--- src/rtl/pow2_round_pkg.sv ---
// pow2_round_pkg: shared FSM state type and sizing constants for the round-up-to-power-of-2 unit.
//   Provides: state_t {IDLE, SCAN, DONE}, WIDTH_DEF, TAG_W_DEF, IDX_W, idx_w().
package pow2_round_pkg;

    typedef enum logic [1:0] {IDLE, SCAN, DONE} state_t;

    localparam int WIDTH_DEF = 8;
    localparam int TAG_W_DEF = 3;

    function automatic int idx_w(input int w);
        return $clog2(w);
    endfunction

    localparam int IDX_W = idx_w(WIDTH_DEF);

endpackage

--- src/rtl/pow2_round_seq_unit_if.sv ---
// pow2_round_seq_unit_if: operand/result handshake bundle between register-read, the unit and writeback.
//   in_valid/in_ready/op1/in_tag  : operand side (register-read drives valid/data)
//   out_valid/out_ready/rounded/ovf/out_tag : result side (writeback drives ready)
//   master = register-read/writeback side, slave = the execute unit.
interface pow2_round_seq_unit_if
    import pow2_round_pkg::*;
#(
    parameter int WIDTH = WIDTH_DEF,
    parameter int TAG_W = TAG_W_DEF
) ();

    logic             in_valid;
    logic             in_ready;
    logic [WIDTH-1:0] op1;
    logic [TAG_W-1:0] in_tag;
    logic             out_valid;
    logic             out_ready;
    logic [WIDTH-1:0] rounded;
    logic             ovf;
    logic [TAG_W-1:0] out_tag;

    modport master (
        output in_valid, op1, in_tag, out_ready,
        input  in_ready, out_valid, rounded, ovf, out_tag
    );

    modport slave (
        input  in_valid, op1, in_tag, out_ready,
        output in_ready, out_valid, rounded, ovf, out_tag
    );

endinterface

--- src/rtl/pow2_round_seq_unit.sv ---
// pow2_round_seq_unit: multi-cycle round-up-to-power-of-2 execute unit using an MSB-first bit scan.
//   clk, rst : clock and synchronous active-high reset
//   flush    : aborts any operation and drops any held result
//   busy     : high while scanning or holding a result
//   bus      : slave side of the operand/result handshake bundle
module pow2_round_seq_unit
    import pow2_round_pkg::*;
#(
    parameter int WIDTH = WIDTH_DEF,
    parameter int TAG_W = TAG_W_DEF
) (
    input  logic                  clk,
    input  logic                  rst,
    input  logic                  flush,
    output logic                  busy,
    pow2_round_seq_unit_if.slave  bus
);

    localparam int IW = idx_w(WIDTH);

    state_t           state_q;
    logic [WIDTH-1:0] work_q;
    logic [IW-1:0]    idx_q;
    logic [TAG_W-1:0] tag_q;
    logic [WIDTH-1:0] rounded_q;
    logic             ovf_q;
    logic [TAG_W-1:0] out_tag_q;

    always_ff @(posedge clk) begin
        if (rst) begin
            state_q   <= IDLE;
            work_q    <= '0;
            idx_q     <= '0;
            tag_q     <= '0;
            rounded_q <= '0;
            ovf_q     <= 1'b0;
            out_tag_q <= '0;
        end else if (flush) begin
            state_q <= IDLE;
        end else begin
            case (state_q)
                IDLE: if (bus.in_valid) begin
                    // op1-1 makes exact powers of two round to themselves; 0 is clamped to avoid wrap
                    work_q  <= (bus.op1 == '0) ? '0 : bus.op1 - WIDTH'(1);
                    tag_q   <= bus.in_tag;
                    idx_q   <= IW'(WIDTH - 1);
                    state_q <= SCAN;
                end
                SCAN: if (work_q[idx_q]) begin
                    // first set bit at p means the answer is 2^(p+1), which overflows when p is the MSB
                    rounded_q <= (idx_q == IW'(WIDTH - 1)) ? '0 : WIDTH'(1) << (idx_q + IW'(1));
                    ovf_q     <= idx_q == IW'(WIDTH - 1);
                    out_tag_q <= tag_q;
                    state_q   <= DONE;
                end else if (idx_q == '0) begin
                    rounded_q <= WIDTH'(1);
                    ovf_q     <= 1'b0;
                    out_tag_q <= tag_q;
                    state_q   <= DONE;
                end else begin
                    idx_q <= idx_q - IW'(1);
                end
                DONE: if (bus.out_ready) state_q <= IDLE;
                default: state_q <= IDLE;
            endcase
        end
    end

    assign bus.in_ready  = state_q == IDLE;
    assign bus.out_valid = state_q == DONE;
    assign busy          = state_q != IDLE;
    assign bus.rounded   = rounded_q;
    assign bus.ovf       = ovf_q;
    assign bus.out_tag   = out_tag_q;

endmodule

--- src/flat_wrapper.sv ---
// flat-port wrapper written by rule: the top's interface ports become plain ports
module pow2_round_seq_unit_flat import pow2_round_pkg::*;
#(
    parameter int WIDTH = WIDTH_DEF,
    parameter int TAG_W = TAG_W_DEF
)
  (clk, rst, flush, busy, bus_in_valid, bus_op1, bus_in_tag, bus_out_ready, bus_in_ready, bus_out_valid, bus_rounded, bus_ovf, bus_out_tag);
  pow2_round_seq_unit_if #(.WIDTH(WIDTH), .TAG_W(TAG_W)) bus_i ();
  input  logic clk;
  input  logic rst;
  input  logic flush;
  output logic busy;
  input wire logic [$bits(bus_i.in_valid)-1:0] bus_in_valid;
  input wire logic [$bits(bus_i.op1)-1:0] bus_op1;
  input wire logic [$bits(bus_i.in_tag)-1:0] bus_in_tag;
  input wire logic [$bits(bus_i.out_ready)-1:0] bus_out_ready;
  output wire logic [$bits(bus_i.in_ready)-1:0] bus_in_ready;
  output wire logic [$bits(bus_i.out_valid)-1:0] bus_out_valid;
  output wire logic [$bits(bus_i.rounded)-1:0] bus_rounded;
  output wire logic [$bits(bus_i.ovf)-1:0] bus_ovf;
  output wire logic [$bits(bus_i.out_tag)-1:0] bus_out_tag;
  assign bus_i.in_valid = bus_in_valid;
  assign bus_i.op1 = bus_op1;
  assign bus_i.in_tag = bus_in_tag;
  assign bus_i.out_ready = bus_out_ready;
  assign bus_in_ready = bus_i.in_ready;
  assign bus_out_valid = bus_i.out_valid;
  assign bus_rounded = bus_i.rounded;
  assign bus_ovf = bus_i.ovf;
  assign bus_out_tag = bus_i.out_tag;
  pow2_round_seq_unit #(.WIDTH(WIDTH), .TAG_W(TAG_W)) u_core (.clk(clk), .rst(rst), .flush(flush), .busy(busy), .bus(bus_i));
endmodule
--- config.mk ---
export PLATFORM = sky130hd
export DESIGN_NAME = pow2_round_seq_unit_flat
export DESIGN_NICKNAME = d
export VERILOG_FILES = /design/src/rtl/pow2_round_pkg.sv /design/src/rtl/pow2_round_seq_unit_if.sv /design/src/rtl/pow2_round_seq_unit.sv /design/src/flat_wrapper.sv
export SDC_FILE = /design/constraint.sdc
export NUM_CORES = 1
export LEC_CHECK = 0
export BUFFER_PORTS_ARGS = -buffer_cell sky130_fd_sc_hd__buf_2
export CORE_ASPECT_RATIO = 0.75
export CORE_MARGIN = 4
export CORE_UTILIZATION = 35
export CTS_CLUSTER_DIAMETER = 30
export DETAILED_ROUTE_END_ITERATION = 16
export PLACE_DENSITY_LB_ADDON = 0.3
export RECOVER_POWER = 25
export SYNTH_ARGS = -nofsm -noshare
export SYNTH_HDL_FRONTEND = slang
export SYNTH_SLANG_ARGS = --single-unit
export TNS_END_PERCENT = 30
--- constraint.sdc ---
create_clock -name clk -period 2.7 [get_ports clk]
set_input_delay 0.27 -clock clk [delete_from_list [all_inputs] [get_ports clk]]
set_output_delay 0.27 -clock clk [all_outputs]
set_load 0.005 [all_outputs]
# Word-level counts from Yosys, hierarchy flattened
# Cells that the tools add are included.
[totals] output_inout_bits=15 input_bits=16 reg_bits=28
[op_classes] order_cmp=1 n_mux=19 n_addsub=3 n_shift=1 bitwise=1 n_eq_ne=8 n_reduce_logical=11
[op_table] cell="$mux 8" n=4
[op_table] cell="$mux 3" n=5
[op_table] cell="$reduce_and 3->1" n=3
[op_table] cell="$logic_not 8->1" n=1
[op_table] cell="$mux 2" n=4
[op_table] cell="$ne 2x2->1 const B" n=4
[op_table] cell="$shl 1x3->8 const A" n=1
[op_table] cell="$sub 8x1->8 const B" n=1
[op_table] cell="$pmux 2 s3" n=1
[op_table] cell="$pmux 3 s2" n=1
[op_table] cell="$reduce_bool 2->1" n=3
[op_table] cell="$reduce_and 5->1" n=1
[op_table] cell="$lt 3x4->1 const B" n=1
[op_table] cell="$add 3x1->3 const B" n=1
[op_table] cell="$bmux 1 s3" n=1
[op_table] cell="$eq 3x3->1 const B" n=1
[op_table] cell="$logic_not 3->1" n=1
[op_table] cell="$mux 1" n=3
[op_table] cell="$ne 3x1->1 const B" n=1
[op_table] cell="$sub 3x1->3 const B" n=1
[op_table] cell="$eq 2x1->1 const B" n=1
[op_table] cell="$eq 2x2->1 const B" n=1
[op_table] cell="$logic_not 2->1" n=1
[op_table] cell="$reduce_or 2->1" n=1
[op_table] cell="$not 1->1" n=1

# Depth between registers and ports, before layout
# Gate-level depths: netlist of the first run.
[logic_depth] depth_word=4 ltp_mapped=7

# Worst setup path after synthesis of the first run
# OpenSTA, ideal clock, no wires.
[synth_timing] kind="register to register" start="register u_core.idx_q[0]" end="register u_core.idx_q[1]" synth_period_minus_slack_ps=1957 n_path_buf=1 setup_slack_ps=743 arrival_time_ps=1870 path_stages_with_launch=8 required_ps=2614 cell_sequence="dfxtp_1 inv_1 ha_1 or3b_1 o22ai_2 buf_6 o31ai_2 a221oi_2"
[synth_between] elab_chain_cells=4
[synth_rtl] item="from (decl)" line="pow2_round_seq_unit.sv:23" rtl="logic [IW-1:0] idx_q;"
[synth_rtl] item="from (signal assigned)" line="pow2_round_seq_unit.sv:46" rtl="idx_q <= IW'(WIDTH - 1);"
[synth_rtl] item="from (signal assigned)" line="pow2_round_seq_unit.sv:61" rtl="idx_q <= idx_q - IW'(1);"
[synth_rtl] item="$sub 3x1->3 or $bmux 1 s3 (tied branches)" line="pow2_round_seq_unit.sv:61, pow2_round_seq_unit.sv:49"
[synth_rtl] item="$mux 3 or $mux 1 (tied branches)" line="pow2_round_seq_unit.sv:55, pow2_round_seq_unit.sv:49"
[synth_rtl] item="$mux 3 or $ne 2x2->1 (tied branches)"
[synth_rtl] item="$pmux 3 s2 or $reduce_and 5->1 (tied branches)"
# Parallel ways exist; a longest one is shown, timed or not. The select of a mux whose other input is x is not followed.
# A chain may end at the register's enable or synchronous reset.

# Worst setup path in the final report of the first run
[layout_timing] start="register u_core.idx_q[1]" end="register u_core.rounded_q[7] (netlist: u_core.bus.rounded[7])"
[layout_between] elab_chain_cells=4
[layout_rtl] item="$add 3x1->3 or $bmux 1 s3 (tied branches)" line="pow2_round_seq_unit.sv:51, pow2_round_seq_unit.sv:49"
[layout_rtl] item="$shl 1x3->8 or $mux 1 (tied branches)" line="pow2_round_seq_unit.sv:51, pow2_round_seq_unit.sv:49"
[layout_rtl] item="$mux 8 or $reduce_bool 2->1 (tied branches)"
[layout_rtl] item="$mux 8 or $reduce_and 3->1 (tied branches)"
[layout_rtl] item="to (signal assigned)" line="pow2_round_seq_unit.sv:51" rtl="rounded_q <= (idx_q == IW'(WIDTH - 1)) ? '0 : WIDTH'(1) << (idx_q + IW'(1));"
[layout_rtl] item="to (decl)" line="pow2_round_seq_unit.sv:25" rtl="logic [WIDTH-1:0] rounded_q;"
# Parallel ways exist; a longest one is shown, timed or not. The select of a mux whose other input is x is not followed.

==> reports/qor.txt, run 1 <==
R2R Path Start = u_core.idx_q[1]$_SDFFE_PP0P_
Avg Inst Size Synth = 9.092 um^2
Least-Margin Pin Slew = 802.6 ps
Clock sinks = 28
Most frequent cells in the layout = dfxtp_1 (28), buf_2 (23), nand2_1 (17)
ANT cells = 0
Synthesized area = 1637 um^2
Syn nets = 205
Initial Util = 0.3642
P_sw = 243.3 uW
First-pass GRT wire length = 5547 um
Fmax = 444.0 MHz
DRC Markers = 0
CTS Root Cell = clkbuf_8
1st-iter DRT viols = 62
Area grow syn2layout = 15.98%
CP Max Fanout = 9
WL per Instance = 12.26 um
PD cells = 497.3 nW/um^2
Synth unique cells = 44
Fin crit period = 2252 ps
RePlAce Congestion = 0.7655
Leakage = 0.0007629 uW
Worst Setup End Kind = flip-flop
Die area = 5845 um^2
Core Box Area = 4493 um^2
Clock transition at path regs = 100 ps
Max cap viols = 0
Worst path arrival time = 2460 ps
Total Power = 943.9 uW
Internal power = 700.6 uW
Sequential-to-total area share from yosys stat = 0.3425
Slew margin rel. = 0.4638
Die Y = 67.22 um
Fin nets = 236
GRT Total Usage = 0.1177
Post-CTS Setup Bufs = 0
Largest net degree at the start of global routing = 36
Syn. warnings = 0
Congestion Overflow GR = 0
Post-synthesis register bit count = 28
Clk_lat worst skew = 280 ps
Number of buffer cells added on primary ports = 30
TritonCTS clock tree = yes
RSZ-0062 raised after global routing = false
Area after DPL = 1836 um^2
Final Cell Area = 1898 um^2
Initial antenna violation count = 0
Post-CTS sizing = 0
Critical path required time = 2900 ps
Clock tree buffer depth = 2
Worst reg-to-reg setup slack = 450 ps
Sw frac = 0.2577
Hold Fails Final Rpt = 0
Vias = 1320
Drt first pass iters = 4
Mean number of vias per cell = 4.944
Crit Reg-Reg Endpoint = u_core.bus.rounded[7]$_SDFFE_PP0P_
Hold Path Stages = 2
Tcrit/Tclk final = 0.8342
Vias in the first global route = 1209
Cell chain of the critical path = inv_1 > ha_1 > or3b_1 > o22ai_2 > or2_1 > mux2i_1
Post-route antenna net violation count = 0
Layout cells sized above 1 = 0.2048
Instance count of the mapped netlist = 180
Reg2reg path depth = 6
Worst setup SP type = flip-flop
Clock Skews = 7.718 ps
Crit path largest cell delay = 490 ps
Final setup vio count = 0
Post-CTS Hold Buffers = 0
Hold_sp = flush
Status = finished clean
Worst IR Drop VDD = 0.3737 mV
Pins Over Slew Limit = 0
Die span in x = 86.96 um
Crit path kind = flip-flop to flip-flop
Comb pwr share = 0.179
WL final = 3274 um
Commonest non-fill, non-tap cell in the layout = dfxtp_1
Worst min-delay path class = primary input to flip-flop
Final core occ = 0.4224
Worst Hold End = u_core.state_q[1]$_SDFFE_PP0P_
Ports = 31
Cts bufs inserted = 3
Detailed Place HPWL = 2429 um
Std cell rows = 21
H-tree levels = 1
Setup TNS = 0 ps
Slowest cell on crit path = dfxtp_1
Flop pwr share = 0.468
Clock Power Share = 0.353
[critical path: cells and delay by family (launching register included)]
family	cells	cell delay [ps]
buffers and inverters	1	160
AO/OA/AOI/OAI	1	290
AND/OR/NAND/NOR	2	750
adder cells (fa/ha/maj)	1	250
multiplexers	1	240
flip-flops	1	490
[sequential cells by signal, summed over array words and instances (netlist names)]
name                cells
u_core.bus.rounded      8
u_core.work_q           8
u_core.bus.out_tag      3
u_core.idx_q            3
u_core.tag_q            3
u_core.state_q          2
u_core.bus.ovf          1
[how the worst max path moves through the flow]
stage,end,startpoint
floorplan,u_core.idx_q[1]$_SDFFE_PP0P_,u_core.idx_q[0]$_SDFFE_PP0P_
global placement,u_core.bus.rounded[4]$_SDFFE_PP0P_,u_core.idx_q[1]$_SDFFE_PP0P_
detailed placement,u_core.bus.rounded[7]$_SDFFE_PP0P_,u_core.idx_q[1]$_SDFFE_PP0P_
CTS,u_core.bus.rounded[7]$_SDFFE_PP0P_,u_core.idx_q[1]$_SDFFE_PP0P_
global route,u_core.bus.rounded[7]$_SDFFE_PP0P_,u_core.idx_q[1]$_SDFFE_PP0P_
finish,u_core.bus.rounded[7]$_SDFFE_PP0P_,u_core.idx_q[1]$_SDFFE_PP0P_
[metal layers]
metal / track usage / vias to the layer above / share of wire
li1: - / 706 / -
met1: 0.1696 / 591 / 0.54
met2: 0.1761 / 21 / 0.41
met3: 0.03537 / 2 / 0.046
met4: 0.01751 / 0 / 0.0031
met5: 0 / - / 0
[power by group through the flow]
| stage | clock, uW | sequential, uW | combinational [uW] |
|---|---|---|---|
| 3_5_place_dp | 0 | 451 | 169 |
| 4_1_cts | 342 | 442 | 170 |
| 3_3_place_gp | 0 | 451 | 169 |
| 5_1_grt | 363 | 444 | 191 |
| 2_1_floorplan | 0 | 450 | 123 |
| 6_report | 333 | 442 | 169 |
[Yosys cell counts]
cell type / count / share of area
o21ai_0: 9 / 0.028
nor2b_1: 3 / 0.011
o221ai_2: 1 / 0.0092
nand2_1: 17 / 0.039
mux2i_1: 7 / 0.043
or3_1: 3 / 0.011
xnor2_1: 1 / 0.0054
or3b_1: 1 / 0.0054
dfxtp_1: 28 / 0.34
nor4_1: 3 / 0.011
a22oi_1: 5 / 0.023
nor3b_2: 1 / 0.0076
inv_1: 10 / 0.023
nand2b_1: 15 / 0.057
and2_1: 1 / 0.0038
o31a_1: 2 / 0.011
nor2_1: 11 / 0.025
or4b_1: 1 / 0.0061
a31oi_1: 1 / 0.0038
a211oi_1: 2 / 0.0092
o21a_1: 2 / 0.0092
nor3b_1: 8 / 0.037
o22ai_2: 1 / 0.0076
a21oi_2: 1 / 0.0054
or2_2: 1 / 0.0038
nand4bb_1: 1 / 0.0069
ha_1: 9 / 0.069
o211ai_1: 1 / 0.0046
clkbuf_1: 4 / 0.0092
buf_6: 2 / 0.014
nor3_1: 3 / 0.0092
a21oi_1: 6 / 0.018
and3_1: 1 / 0.0038
mux2_2: 2 / 0.014
nor4b_1: 3 / 0.016
o32ai_1: 1 / 0.0054
o31ai_2: 1 / 0.0076
o211a_1: 1 / 0.0061
or2_1: 1 / 0.0038
xor2_1: 2 / 0.011
mux2_4: 2 / 0.018
mux4_2: 1 / 0.014
a221oi_2: 3 / 0.028
o22ai_1: 1 / 0.0038
[cell families after synthesis]
logic type,after synthesis,synth area share
compound gates,38,0.1789
xor+xnor,3,0.01606
fa+ha+maj,9,0.06881
buf+inv,16,0.04587
flops,28,0.3425
mux,12,0.08869
simple gates,74,0.2592
[final cells by class]
cell class                      instances  area (um^2)
Multi-Input combinational cell        136         1001
Tap cell                               57        71.32
Timing Repair Buffer                   32        156.4
Clock inverter                          1        30.03
Sequential cell                        28        560.5
Clock buffer                            3        41.29
Inverter                               10        37.54
Fill cell                             449         2595
[stage by stage]
stage / hold slack, ps / setup slack [ps] / cells
2_1_floorplan: 346.1 / 743.2 / 180
3_3_place_gp: 446.7 / 571.7 / 263
3_5_place_dp: 450.6 / 460.5 / 263
4_1_cts: 204.4 / 427.0 / 267
5_1_grt: 199.5 / 278.6 / 267
6_report: 212.0 / 447.7 / 267
(Power assumes the default switching activity.)
==> inputs of run 2 (changes only) <==
Settings changed: ABC_AREA set to 1.
Clock period 2.7 ns to 1.85 ns, I/O delays scaled along.
==> run 2 against run 1 <==
Effect of this change: non-clock buffer count grew 1; maximum frequency up 40%; critical path depth is 1 higher; synthesized area is 0.92% higher; clock-buffer cell count up 1; synthesized cell count rose by 34%; total power grew 39%; final area grew 0.13%; routed wire length grew 0.37%; setup slack lost 210 ps; die area rose by 0.82%; critical endpoint is now u_core.bus.rounded[1]$_SDFFE_PP0P_; largest cell class unchanged.
==> reports/qor.txt, run 2 <==
Status = finished clean
TritonCTS clock tree = yes
Mean number of vias per cell = 4.394 (-11%)
Syn. warnings = 0 (unchanged)
Slew margin rel. = 0.7160 (+0.2523)
PD cells = 688.3 nW/um^2 (+38%)
Most frequent cells in the layout = nand2_1 (56), nor2_1 (43), inv_1 (41)
Worst setup SP type = flip-flop
Setup TNS = 0 ps (unchanged)
Post-CTS sizing = 0 (unchanged)
Largest area contributor in the netlist = dfxtp_1
Worst IR Drop VDD = 0.4064 mV (+8.7%)
Crit path kind = flip-flop to flip-flop
Ports = 31 (unchanged)
Clock Skews = 2.574 ps (-5.144 ps)
Critical path required time = 2020 ps (-880 ps)
Instance count of the mapped netlist = 241 (+34%)
Initial Util = 0.3654 (+0.001204)
Synth unique cells = 31 (-30%)
Initial antenna violation count = 0 (unchanged)
Hold Fails Final Rpt = 0 (unchanged)
CP Max Fanout = 24 (+15)
Asr flop ratio synth = 0 (unchanged)
Worst min-delay path class = primary input to flip-flop
Std cell rows = 21 (unchanged)
Final setup vio count = 0 (unchanged)
Fin crit period = 1608 ps (-644.6 ps)
Main synth FF type = dfxtp_1
Most common cell in the netlist = nand2_1
Die area = 5893 um^2 (+0.82%)
Drt first pass iters = 4 (unchanged)
Vias in the first global route = 1374 (+14%)
Congestion Overflow GR = 0 (unchanged)
Commonest non-fill, non-tap cell in the layout = nand2_1
FILL cells = 499 (+11%)
GRT Total Usage = 0.1257 (+0.007971)
Least-Margin Pin Slew = 422.7 ps (-379.9 ps)
Die Y = 67.49 um (+0.40%)
H-tree levels = 1 (unchanged)
Synth top cells by count = nand2_1 (56), nor2_1 (43), inv_1 (41)
Cts bufs inserted = 3 (unchanged)
RSZ-0062 raised after global routing = false
Post-CTS Setup Bufs = 0 (unchanged)
Synthesized area = 1652 um^2 (+0.92%)
Vias = 1450 (+9.8%)
Clk_lat worst skew = 270 ps (about the same)
Syn nets = 266 (+30%)
Detailed Place HPWL = 2558 um (+5.3%)
Ranking of synthesized cells by area = dfxtp_1 (34%), nand2_1 (13%), nor2_1 (9.8%)
DRC Markers = 0 (unchanged)
WL per Instance = 9.958 um (-19%)
Final core occ = 0.4205 (-0.001902)
Die span in x = 87.32 um (+0.41%)
Largest net degree at the start of global routing = 25 (-31%)
Number of buffer cells added on primary ports = 30 (unchanged)
Pins Over Slew Limit = 0 (unchanged)
Worst path arrival time = 1780 ps (-680 ps)
Tcrit/Tclk final = 0.8690 (+0.03484)
ANT cells = 0 (unchanged)
Synth top area share = 0.3394 (-0.003114)
WL final = 3286 um (+0.37%)
Post-CTS Hold Buffers = 0 (unchanged)
Post-synthesis register bit count = 28 (unchanged)
1st-iter DRT viols = 72 (+16%)
Max cap viols = 0 (unchanged)
Worst Setup End Kind = flip-flop
Hold Slack = 157.9 ps (-54.07 ps)
Post-synth EDFFs = 0 (unchanged)
Avg Inst Size Synth = 6.853 um^2 (-25%)
Fin cells = 330 (+24%)
Clock sinks = 28 (unchanged)
Placed cells = 326 (+24%)
Leakage = 0.0009598 uW (+26%)
Fin nets = 299 (+27%)
Total Power = 1308 uW (+39%)
Clock transition at path regs = 90 ps (about the same)
RePlAce Congestion = 0.7889 (+3.1%)
Fmax = 622.0 MHz (+40%)
First-pass GRT wire length = 5975 um (+7.7%)
Clock tree buffer depth = 2 (unchanged)
Layout cells sized above 1 = 0.1612 (-0.04359)
Sequential-to-total area share from yosys stat = 0.3394 (-0.003114)
Core Box Area = 4519 um^2 (+0.58%)
CTS Root Cell = clkbuf_8
Area grow syn2layout = 15.08%
Post-route antenna net violation count = 0 (unchanged)
[run 2: changes by cell type after synthesis, moves of 4 or more]
| cell | before | now |
|---|---|---|
| mux2i_1 | 7 | 0 |
| nand2b_1 | 15 | 0 |
| nor2_1 | 11 | 43 |
| nor3b_1 | 8 | 0 |
| nand3_1 | 0 | 14 |
| a21oi_1 | 6 | 13 |
| inv_1 | 10 | 41 |
| a22oi_1 | 5 | 0 |
| nand2_1 | 17 | 56 |
| nand4_1 | 0 | 4 |
| o21ai_0 | 9 | 4 |
[run 2: metal layers]
layer | vias up | wire [um] | GRT usage
li1 | 803 | - | -
met1 | 619 | 1763 | 0.1686
met2 | 24 | 1336 | 0.2039
met3 | 4 | 167 | 0.03537
met4 | 0 | 19 | 0.02299
met5 | - | 0 | 0
[run 2: kinds of logic after synthesis]
logic type | Yosys count | synth area share
XOR/XNOR | 4 | 0.02122
AO/OA/AOI/OAI | 22 | 0.08182
AND/OR/NAND/NOR | 130 | 0.3644
adder cells (fa/ha/maj) | 9 | 0.06818
buffers and inverters | 48 | 0.1250
flip-flops | 28 | 0.3394
[run 2: final cells by class]
type                            instances  area [um^2]  share of cell area
Clock buffer                            4        55.05             0.02897
Inverter                               43        161.4             0.08492
Multi-Input combinational cell        165        884.6              0.4654
Sequential cell                        28        561.8              0.2956
Tap cell                               57        71.32             0.03752
Timing Repair Buffer                   33        166.4             0.08756
[run 2: final timing paths]
| kind | from | to | slack, ps | cells past startpoint |
|---|---|---|---|---|
| min reg2reg | u_core.work_q[7]$_SDFFE_PP0P_ | u_core.work_q[7]$_SDFFE_PP0P_ | 470 | 2 |
| min | bus_in_tag[0] | u_core.tag_q[0]$_SDFFE_PP0P_ | 160 | 3 |
| max reg2reg | u_core.idx_q[0]$_SDFFE_PP0P_ | u_core.bus.rounded[1]$_SDFFE_PP0P_ | 240 | 7 |
| max | u_core.idx_q[0]$_SDFFE_PP0P_ | u_core.bus.rounded[1]$_SDFFE_PP0P_ | 240 | 7 |
[run 2: report_power, final]
part	total, uW	internal (uW)	switching [uW]
logic	272	103	168
clock network	376	191	185
registers	660	635	25.0
total	1310	929	379
[run 2: critical path, cell delays in order, from the launching register on]
cell and delay (ps):
dfxtp_2 390, inv_2 140, ha_1 180, inv_1 60, nand4_2 120, nand4_4 280, o21bai_1 260, nor2_1 50
[run 2: metrics by stage]
| stage | instance area (um^2) | setup slack [ps] |
|---|---|---|
| after floorplan | 1652 | 349.6 |
| after global placement | 1851 | 219.8 |
| after detailed placement | 1851 | 108.5 |
| after CTS | 1906 | 75.45 |
| after global routing | 1901 | 54.64 |
| final | 1901 | 242.3 |
==> inputs of run 3 (changes only) <==
Settings changed: CORE_UTILIZATION 35 to 45.
==> run 3 against run 2 <==
Effect of this change: setup slack lost 4.0 ps; final area decreased by 0.66%; sequential share of layout area grew 0.20 points.
==> reports/qor.txt, run 3 (synthesis results as in run 2) <==
Setup TNS = 0 ps (unchanged)
Status = finished clean
FF/Latch Area = 561.8 um^2 (unchanged)
First-pass GRT wire length = 5306 um (-11%)
DRC Markers = 0 (unchanged)
Congestion Overflow GR = 0 (unchanged)
Final core occ = 0.5552 (+0.1346)
WL per Instance = 9.770 um (-1.9%)
Die area = 4714 um^2 (-20%)
Clock tree buffer depth = 2 (unchanged)
Detailed Place HPWL = 2455 um (-4.0%)
Largest net degree at the start of global routing = 25 (unchanged)
WL met3 = 153 um (-8.4%)
Area grow syn2layout = 14.32%
Initial antenna violation count = 0 (unchanged)
Post-CTS sizing = 0 (unchanged)
WL final = 3146 um (-4.3%)
Met1 wire length = 1763 um (unchanged)
Post-route antenna net violation count = 0 (unchanged)
Hold Fails Final Rpt = 0 (unchanged)
Pins Over Slew Limit = 0 (unchanged)
Cts bufs inserted = 3 (unchanged)
Slew margin rel. = 0.6971 (-0.01889)
Number of buffer cells added on primary ports = 30 (unchanged)
CTS Root Cell = clkbuf_8
Leakage = 0.0009679 uW (+0.84%)
RePlAce Congestion = 0.8564 (+8.6%)
Ports = 31 (unchanged)
Critical path required time = 2030 ps (about the same)
Die Y = 60.47 um (-10%)
Multi-input logic area = 884.6 um^2 (unchanged)
CP Max Fanout = 24 (unchanged)
Post-CTS Setup Bufs = 0 (unchanged)
Initial Util = 0.4857 (+0.1202)
Worst min-delay path class = primary input to flip-flop
Worst IR Drop VDD = 0.5208 mV (+28%)
Worst Setup End Kind = flip-flop
RSZ-0062 raised after global routing = false
PD cells = 693.5 nW/um^2 (+0.76%)
Worst path arrival time = 1790 ps (about the same)
Commonest non-fill, non-tap cell in the layout = nand2_1
Worst setup SP type = flip-flop
Mean number of vias per cell = 4.571 (+4.0%)
Drt first pass iters = 4 (unchanged)
1st-iter DRT viols = 56 (-22%)
H-tree levels = 1 (unchanged)
Final setup vio count = 0 (unchanged)
FILL cells = 339 (-32%)
Layout cells sized above 1 = 0.1691 (+0.007945)
Std cell rows = 18 (-14%)
Clock transition at path regs = 90 ps (about the same)
TritonCTS clock tree = yes
GRT Total Usage = 0.1415 (+0.01576)
Vias in the first global route = 1169 (-15%)
Clock sinks = 28 (unchanged)
Crit path kind = flip-flop to flip-flop
Post-CTS Hold Buffers = 0 (unchanged)
Top sig layer = met4
ANT cells = 0 (unchanged)
Fmax = 620.5 MHz (-0.25%)
Fin crit period = 1612 ps (+4.017 ps)
Max cap viols = 0 (unchanged)
Clock Skews = 4.293 ps (+1.719 ps)
Least-Margin Pin Slew = 451.5 ps (+28.79 ps)
Most frequent cells in the layout = nand2_1 (56), nor2_1 (43), inv_1 (41)
Metal2 WL = 1208 um (-9.6%)
Fin nets = 298 (-0.33%)
Clk_lat worst skew = 280 ps (about the same)
Vias = 1472 (+1.5%)
Core Box Area = 3401 um^2 (-25%)
Die span in x = 77.96 um (-11%)
Tcrit/Tclk final = 0.8712 (+0.002171)
run 3: cell types whose count changed in the layout (fill, tap and decap cells not counted):
cell,change
buf_4,-1
clkbuf_1,-3
buf_2,+3
run 3: final cells by class:
type                       count  area share
multi-input combinational    165      0.4685
sequential                    28      0.2975
timing repair buffer          32     0.08615
inverter                      43     0.08549
tap                           50     0.03313
clock buffer                   4     0.02916
run 3: worst paths after layout:
kind,startpoint,to,slack [ps],cells after the start
max,u_core.idx_q[1]$_SDFFE_PP0P_,u_core.bus.rounded[4]$_SDFFE_PP0P_,240,7
min,bus_out_ready,u_core.state_q[1]$_SDFFE_PP0P_,150,4
max reg2reg,u_core.idx_q[1]$_SDFFE_PP0P_,u_core.bus.rounded[4]$_SDFFE_PP0P_,240,7
min reg2reg,u_core.work_q[0]$_SDFFE_PP0P_,u_core.work_q[0]$_SDFFE_PP0P_,470,2
run 3: stage by stage:
| step | std cells | hold slack [ps] | setup WS [ps] | area (um^2) | power (uW) |
|---|---|---|---|---|---|
| 3_3_place_gp | 318 | 434.3 | 211.9 | 1834 | 941.7 |
| 5_1_grt | 322 | 165.4 | 37.59 | 1888 | 1387 |
| 3_5_place_dp | 318 | 444.4 | 122.9 | 1834 | 943.5 |
| 4_1_cts | 322 | 145.5 | 105.6 | 1889 | 1320 |
| 6_report | 322 | 148.1 | 238.3 | 1888 | 1309 |
| 2_1_floorplan | 241 | 349.8 | 349.6 | 1652 | 869.1 |
run 3: power breakdown:
part	internal (uW)	total [uW]	switching, uW
registers	635	661	25.3
logic	103	270	168
clock network	191	378	188
run 3: layer usage:
| metal | up-vias | global-route usage |
|---|---|---|
| met5 | - | 0 |
| met4 | 0 | 0.02993 |
| li1 | 808 | - |
| met1 | 633 | 0.2134 |
| met3 | 5 | 0.03709 |
| met2 | 26 | 0.2024 |
run 3: worst max-delay path: stages (launching register included):
cell and delay [ps]:
dfxtp_1 370, inv_1 150, ha_1 190, inv_1 70, nand4_2 130, nand4_4 290
o21bai_1 260, nor2_1 50
